--- config.mk ---
export PLATFORM = sky130hd
export DESIGN_NAME = commonlib_rr_muxn
export DESIGN_NICKNAME = d
export VERILOG_FILES = /design/src/rtl/commonlib_muxn_pkg.sv /design/src/rtl/commonlib_rr_arbiter.sv /design/src/rtl/commonlib_rr_muxn.sv
export SDC_FILE = /design/constraint.sdc
export NUM_CORES = 1
export LEC_CHECK = 0
export BUFFER_PORTS_ARGS = -buffer_cell sky130_fd_sc_hd__clkbuf_2
export CORE_MARGIN = 4
export CORE_UTILIZATION = 44
export CTS_CLUSTER_DIAMETER = 30
export DETAILED_ROUTE_END_ITERATION = 10
export PLACE_DENSITY = 0.74
export SYNTH_ARGS = -nofsm -noshare
export SYNTH_HDL_FRONTEND = slang
export SYNTH_SLANG_ARGS = --single-unit
--- constraint.sdc ---
create_clock -name CLK -period 4.39 [get_ports CLK]
set_clock_uncertainty 0.2 [all_clocks]
set_input_delay 0.439 -clock CLK [delete_from_list [all_inputs] [get_ports CLK]]
set_output_delay 0.439 -clock CLK [all_outputs]
set_load 0.02 [all_outputs]
--- src/rtl/commonlib_muxn_pkg.sv ---
// commonlib_muxn_pkg: shared constants and helpers for the commonlib mux family.
package commonlib_muxn_pkg;

  // Supported channel-count range for the round-robin mux.
  localparam int MAX_N = 16;
  localparam int MIN_N = 2;

  // Ceiling log2, evaluated at elaboration time for index widths.
  function automatic int clog2(input int value);
    int r;
    r = 0;
    for (int i = 0; i < 31; i++) begin
      if ((1 << i) < value) r = i + 1;
    end
    return r;
  endfunction

endpackage

--- src/rtl/commonlib_rr_arbiter.sv ---
// commonlib_rr_arbiter: combinational round-robin arbiter.
// The request vector is rotated so that bit ptr lands at position 0, the
// lowest set bit is priority-encoded, and the offset is added back to ptr.
module commonlib_rr_arbiter
  import commonlib_muxn_pkg::*;
#(
  parameter  int N     = 8,
  localparam int SEL_W = clog2(N)
) (
  input  logic [N-1:0]     req,
  input  logic [SEL_W-1:0] ptr,
  output logic             grant_valid,
  output logic [SEL_W-1:0] grant_idx
);

  localparam logic [SEL_W:0] N_EXT = (SEL_W + 1)'(N);

  logic [2*N-1:0]   rot_full;
  logic [N-1:0]     req_rot;
  logic [SEL_W-1:0] offset;
  logic [SEL_W:0]   sum;
  logic [SEL_W:0]   wrapped;

  // Double-width shift: the low N bits are req rotated right by ptr.
  assign rot_full = {req, req} >> ptr;
  assign req_rot  = rot_full[N-1:0];

  // The low half already holds every request, so OR-ing the whole shifted
  // word is the same as OR-ing req.
  assign grant_valid = |rot_full;

  // Priority encode: lowest set bit of the rotated vector wins.
  always_comb begin
    offset = '0;
    for (int i = N - 1; i >= 0; i--) begin
      if (req_rot[i]) offset = SEL_W'(i);
    end
  end

  // Map the rotated offset back to an absolute channel index, modulo N.
  always_comb begin
    sum       = {1'b0, ptr} + {1'b0, offset};
    wrapped   = sum - N_EXT;
    grant_idx = (sum >= N_EXT) ? wrapped[SEL_W-1:0] : sum[SEL_W-1:0];
  end

endmodule

--- src/rtl/commonlib_rr_muxn.sv ---
// commonlib_rr_muxn: N-channel round-robin streaming mux with a registered
// output stage. Optional packet locking is enabled by defining
// COMMONLIB_RR_MUXN_PKT_LOCK_EN (adds in_last / out_last).
//
// Handshake: a beat moves on any interface in a cycle where valid and ready
// are both 1 at the rising edge. Producers hold valid/data until accepted;
// in_ready never depends on in_data, only on in_valid, ptr, lock and the
// state of the output register.
module commonlib_rr_muxn
  import commonlib_muxn_pkg::*;
#(
  parameter  int N     = 8,
  parameter  int WIDTH = 8,
  localparam int SEL_W = clog2(N)
) (
  input  logic               CLK,
  input  logic               ASYNCRESETN,
  input  logic [N*WIDTH-1:0] in_data,
  input  logic [N-1:0]       in_valid,
  output logic [N-1:0]       in_ready,
  output logic [WIDTH-1:0]   out_data,
  output logic               out_valid,
  input  logic               out_ready,
  output logic [SEL_W-1:0]   out_sel
`ifdef COMMONLIB_RR_MUXN_PKT_LOCK_EN
  ,
  input  logic [N-1:0]       in_last,
  output logic               out_last
`endif
);

  logic [SEL_W-1:0] ptr_q;
  logic [SEL_W-1:0] ptr_next;
  logic             load;
  logic             take;
  logic [N-1:0]     req;
  logic             grant_valid;
  logic [SEL_W-1:0] grant_idx;
  logic [WIDTH-1:0] sel_data;

  // Output register may accept a new beat when empty or being drained.
  assign load = !out_valid | out_ready;

`ifdef COMMONLIB_RR_MUXN_PKT_LOCK_EN
  logic lock_q;

  // While a packet is open only its channel may request; out_sel still holds
  // that channel because nothing else can transfer during the lock.
  assign req = lock_q ? (in_valid & (N'(1) << out_sel)) : in_valid;
`else
  assign req = in_valid;
`endif

  commonlib_rr_arbiter #(
    .N (N)
  ) u_arbiter (
    .req         (req),
    .ptr         (ptr_q),
    .grant_valid (grant_valid),
    .grant_idx   (grant_idx)
  );

  assign take     = load & grant_valid;
  assign in_ready = (take && ASYNCRESETN) ? (N'(1) << grant_idx) : '0;
  assign ptr_next = (grant_idx == SEL_W'(N - 1)) ? '0 : grant_idx + SEL_W'(1);

  // Select the granted channel's data slice.
  always_comb begin
    sel_data = '0;
    for (int i = 0; i < N; i++) begin
      if (grant_idx == SEL_W'(i)) sel_data = in_data[i*WIDTH +: WIDTH];
    end
  end

  // Output register, priority pointer and packet lock.
  always_ff @(posedge CLK or negedge ASYNCRESETN) begin
    if (!ASYNCRESETN) begin
      out_valid <= 1'b0;
      out_data  <= '0;
      out_sel   <= '0;
      ptr_q     <= '0;
`ifdef COMMONLIB_RR_MUXN_PKT_LOCK_EN
      lock_q    <= 1'b0;
      out_last  <= 1'b0;
`endif
    end else if (load) begin
      if (grant_valid) begin
        out_valid <= 1'b1;
        out_data  <= sel_data;
        out_sel   <= grant_idx;
`ifdef COMMONLIB_RR_MUXN_PKT_LOCK_EN
        out_last  <= in_last[grant_idx];
        if (in_last[grant_idx]) begin
          ptr_q  <= ptr_next;
          lock_q <= 1'b0;
        end else begin
          lock_q <= 1'b1;
        end
`else
        ptr_q     <= ptr_next;
`endif
      end else begin
        out_valid <= 1'b0;
      end
    end
  end

endmodule

# Word-level counts from Yosys, hierarchy flattened
# Index checks and enable logic that the tools add are counted.
[totals]
elab_cells = 44
in_bits = 75
output_inout_bits = 20
register_bits = 15
[op_classes]
add_sub_neg = 3
eq_ne = 7
n_lt_le_gt_ge = 1
muxes = 20
n_bitwise = 2
shift = 2
reduce_logical = 5
[ops]
columns = ["cell", "n"]
rows = [
  ["$mux W8", 9],
  ["$mux W3", 10],
  ["$reduce_or A16 Y1", 1],
  ["$shr A16 B3 Y16", 1],
  ["$eq A3 B3 Y1 const B", 4],
  ["$shl A1 B3 Y8 const A", 1],
  ["$eq A3 B2 Y1 const B", 2],
  ["$add A3 B3 Y4", 1],
  ["$ge A4 B4 Y1 const B", 1],
  ["$add A3 B1 Y3 const B", 1],
  ["$eq A3 B1 Y1 const B", 1],
  ["$logic_not A3 Y1", 1],
  ["$sub A3 B1 Y3 const B", 1],
  ["$reduce_and A2 Y1", 1],
  ["$and A1 B1 Y1", 1],
  ["$logic_and A1 B1 Y1", 1],
  ["$logic_not A1 Y1", 1],
  ["$mux W1", 1],
  ["$or A1 B1 Y1", 1],
]

# Depth between registers and ports, before layout
[logic_depth]
depth_word = 21
mapped_depth = 20
depth_no_buf = 18

# Cells and area by module
# From an unflattened synthesis, not the netlist that was laid out.
[unflattened]
hier_cells = 270
area_unflattened_um2 = 2139.6
[modules_own_cells]
columns = ["mod", "seq_area_each_um2", "cells_per_inst", "area_each_um2", "n_inst"]
rows = [
  ["commonlib_rr_muxn", 375.4, 183, 1490.2, 1],
  ["commonlib_rr_arbiter", 0.0, 87, 649.4, 1],
]

# Worst setup path after synthesis
# Ideal clock, no wire load.
[synth_path]
path_type = "register -> output"
startpoint = "register ptr_q[1]"
endpoint = "output port in_ready[7]"
required_ns = 3.751
arrival_ns = 3.931
setup_slack_ns = -0.180
path_stages_with_launch = 17
cell_sequence = "dfrtp_1 buf_2 buf_1 mux2_2 a31oi_1 o311ai_0 o22a_1 ha_1 fa_1 xor2_1 xnor2_2 inv_4 buf_12 ha_1 clkbuf_1 clkbuf_1 and3_1"
[synth_between]
elab_chain_cells = 14
[synth_lines]
columns = ["element", "line_no", "rtl"]
rows = [
  ["start: declaration", "commonlib_rr_muxn.sv:32", "logic [SEL_W-1:0] ptr_q;"],
  ["start signal: assignment", "commonlib_rr_muxn.sv:100", "ptr_q <= ptr_next;"],
  ["$shr A16 B3 Y16", "commonlib_rr_arbiter.sv:25", "assign rot_full = {req, req} >> ptr;"],
  ["$mux W3 (8 in a row)", "commonlib_rr_arbiter.sv:36", "if (req_rot[i]) offset = SEL_W'(i);"],
  ["$add A3 B3 Y4 (*)", "commonlib_rr_arbiter.sv:42", "sum = {1'b0, ptr} + {1'b0, offset};"],
  ["$ge A4 B4 Y1 or $sub A3 B1 Y3 (tied branches)", "commonlib_rr_arbiter.sv:44, commonlib_rr_arbiter.sv:43", ""],
  ["$mux W3 (*)", "commonlib_rr_arbiter.sv:44", "grant_idx = (sum >= N_EXT) ? wrapped[SEL_W-1:0] : sum[SEL_W-1:0];"],
  ["net grant_idx[2]", "commonlib_rr_muxn.sv:38", "logic [SEL_W-1:0] grant_idx;"],
  ["$shl A1 B3 Y8 (*)", "commonlib_rr_muxn.sv:64", "assign in_ready = (take && ASYNCRESETN) ? (N'(1) << grant_idx) : '0;"],
  ["$mux W8 (*)", "commonlib_rr_muxn.sv:64", ""],
  ["end: declaration", "commonlib_rr_muxn.sv:20", "output logic [N-1:0] in_ready,"],
]
# Mark *: on every way through the listed nets, which the timed path passes. The rest lies on a longest branch.

# Final worst setup path
[layout_path]
startpoint = "register ptr_q[1]"
endpoint = "output port in_ready[3]"
[layout_between]
elab_chain_cells = 14
[layout_lines]
columns = ["element", "line_no"]
rows = [
  ["$shr A16 B3 Y16", "commonlib_rr_arbiter.sv:25"],
  ["$mux W3 (8 in a row)", "commonlib_rr_arbiter.sv:36"],
  ["$add A3 B3 Y4", "commonlib_rr_arbiter.sv:42"],
  ["$ge A4 B4 Y1 or $sub A3 B1 Y3 (tied branches)", "commonlib_rr_arbiter.sv:44, commonlib_rr_arbiter.sv:43"],
  ["$mux W3", "commonlib_rr_arbiter.sv:44"],
  ["$shl A1 B3 Y8", "commonlib_rr_muxn.sv:64"],
  ["$mux W8 (*)", "commonlib_rr_muxn.sv:64"],
]
# Every way passes the cells marked *; elsewhere a longest branch is shown, timed or not.

==> summary.md <==
| Metric | Value |
|---|---|
| Outcome | `finished, final reports clean` |
| Largest net degree at the start of global routing | `26` |
| Vias post-DR | `2634` |
| Die ar. | `0.00612 mm^2` |
| Vias in the first global route | `2300` |
| Top cell type's share of synthesized area | `17.3%` |
| Fin crit period | `4.18 ns` |
| Vert. Die Dim | `78.2 um` |
| WL met2 | `3.49 mm` |
| Mean area per synthesized cell | `7.35 um^2` |
| Clock-pin slew on the worst setup and hold paths | `0.06 ns` |
| CP required | `3.75 ns` |
| Hold_ws | `0.294 ns` |
| FF-to-FF Start | `ptr_q[1]` |
| Worst path cell trace | `buf_4, mux2i_4, o311a_1, o31ai_2, o311ai_1, o22a_1, ha_1, fa_1, xor2_1, xnor2_2, ha_2, and3_1, clkbuf_2` |
| Startpoint types | `flip-flop` |
| Synthesized Nets | `378` |
| Maxcap violations | `0` |
| Row count | `25` |
| Tot GR Track Use | `21.4%` |
| Largest cells by area after synthesis | `dfrtp_1, a21oi_1, a22oi_1` |
| Final design utilization | `59.2%` |
| Clock Tree Buf Depth | `2` |
| WL met1 | `3.15 mm` |
| Gr ovfl total | `0` |
| Port bufs | `94` |
| Setup TNS Final | `0 ns` |
| Slew HR | `48.5%` |
| Fillers | `480` |
| Delay-heaviest family, CP | `adder cells` |
| Number of DRC markers in iteration 0 | `181` |
| Commonest non-fill, non-tap cell in the layout | `clkbuf_2` |
| Worst-Skew Late Latency | `0.24 ns` |
| Top_reg_cell synth | `dfrtp_1` |
| Reg-to-reg critical path endpoint | `out_data[4]` |
| DR pass1 iterations | `5` |
| I/O pins | `95` |
| Hold Crit Endpoint | `out_valid` |
| Kind of critical path | `flip-flop to output port` |
| WL/cell | `15.8 um` |
| Setup Viol. Count Final | `0` |
| Number of synthesized flops with an enable pin | `0` |
| DP Wirelength | `5.41 mm` |
| Via/cell ratio | `5.81` |
| CP peak stage delay | `0.45 ns` |
| Antenna diodes | `0` |
| Nets | `470` |
| Synth async-reset ratio | `100%` |
| CP arrival | `3.54 ns` |
| CP bufs+invs | `2` |
| CP Capture Type | `output port` |
| Slew @ Worst Pin | `0.771 ns` |
| Share of layout cells above drive strength 1 | `37.3%` |
| Most frequent cells in the layout | `clkbuf_2, nand2_1, a21oi_1, nor2_1` |
| Reg2Reg Setup Slack | `0.34 ns` |
| Synthesized flop and latch total | `15` |
| Critical Path Fanout Max | `8` |
| Post-DRT Antenna Nets | `0` |
| Yosys cell types | `50` |
| Yosys warns | `0` |
| CTS Buf Count | `3` |
| Fin. Hold Viols | `0` |
| H-Tree Depth | `1` |
| Clk sink count | `15` |
| Area growth from synthesis to layout | `29.7%` |
| Cell area after synthesis | `0.00217 mm^2` |
| Post-synthesis sequential area ratio | `17.3%` |
| Worst Hold Class | `input port to flip-flop` |
| Met3 routed WL | `474 um` |
| Post-Syn Instances | `295` |
| Core Region | `0.00475 mm^2` |
| First-pass GRT wire length | `10.9 mm` |
| Slew Limit Fails | `0` |
| Final GP Congestion | `0.906` |
| Die span in x | `78.2 um` |
| Fmax | `239 MHz` |
| Initial antenna violation count | `0` |
| Root buf cell | `clkbuf_8` |
| Residual DRC | `0` |
| Hold Crit Depth | `3` |
| Crit-path slowest cell | `dfrtp_2` |
| Reg2reg path depth | `16` |
| Hold path startpoint | `out_ready` |
| Post-Route WL | `7.16 mm` |
| Period utilization | `95.3%` |
| Top routing layer in use | `met4` |
| Starting Density | `45.6%` |
| Area leader, netlist | `dfrtp_1` |
| CTS tree | `done` |
-- Yosys cell counts (10+ instances only) --
master,instances
a22oi_1,15
nand2_1,29
a21oi_1,26
dfrtp_1,15
nor2_1,27
nor3_1,20
clkbuf_1,14
inv_1,13
o21ai_0,11
buf_2,10
-- registers in the layout (all words and copies together), names as in the netlist --
signal     count
out_data       8
out_sel        3
ptr_q          3
out_valid      1
-- worst reg2reg max path, cell delays in order (launching register included) --
cell      delay (ns)
dfrtp_2         0.45
buf_4           0.18
nor3_1          0.29
nor3_1          0.12
nor4_4          0.43
nand2b_1        0.10
a21oi_1         0.22
fa_1            0.52
inv_1           0.13
ha_1            0.25
nor2b_1         0.16
buf_4           0.16
a22oi_1         0.07
nor2_1          0.09
a21oi_1         0.06
o311a_1         0.32
o22ai_1         0.20
-- repair_timing --
action | 4_1_cts | 5_1_grt
buffers inserted | 0 | 5
setup endpoints to repair | 8 | 16
hold endpoints to repair | 15 | 0
pin swaps | 0 | 4
gates cloned | 0 | 0
resized for setup | 1 | 8
hold buffers | 1 | 0
-- routing by layer --
layer  track usage (%)  up-vias
li1                  -     1286
met4              5.24        0
met5                 0        -
met2              34.6      113
met3              2.98        6
met1              30.2     1229
-- stage by stage --
step	instances	area, um^2	setup WS [ns]
finish	453	2810	0.207
global route	453	2810	-0.0170
CTS	448	2750	0.0295
detailed placement	443	2700	0.0824
global placement	443	2700	0.195
floorplan	295	2170	0.0122
-- cell type report --
| class | instances | area [um^2] | area share, % |
|---|---|---|---|
| timing repair buffer | 116 | 636 | 22.6 |
| tap | 67 | 83.8 | 2.98 |
| multi-input combinational | 237 | 1620 | 57.5 |
| clock buffer | 4 | 45.0 | 1.60 |
| inverter | 14 | 55.1 | 1.96 |
| sequential | 15 | 377 | 13.4 |
-- worst max-delay path by stage --
stage	start	cells past startpoint	slack, ns	endpoint
6_report	ptr_q[1]	13	0.21	in_ready[3]
5_1_grt	ptr_q[1]	16	-0.02	in_ready[7]
4_1_cts	ptr_q[1]	13	0.03	in_ready[3]
3_5_place_dp	ptr_q[1]	18	0.08	out_data[0]
3_3_place_gp	ptr_q[1]	15	0.19	out_data[4]
2_1_floorplan	in_valid[1]	18	0.01	in_ready[7]
-- cells by family after synthesis --
kind of cell	share of synthesized area, %
multiplexers	2.94
AND/OR/NAND/NOR	31.8
XOR/XNOR	1.56
buffers and inverters	9.40
AO/OA/AOI/OAI	32.0
adder cells (fa/ha/maj)	4.96
flip-flops	17.3
Power is not shown: default switching activity piles up to over one toggle a cycle in this logic, so the estimate is an artifact.
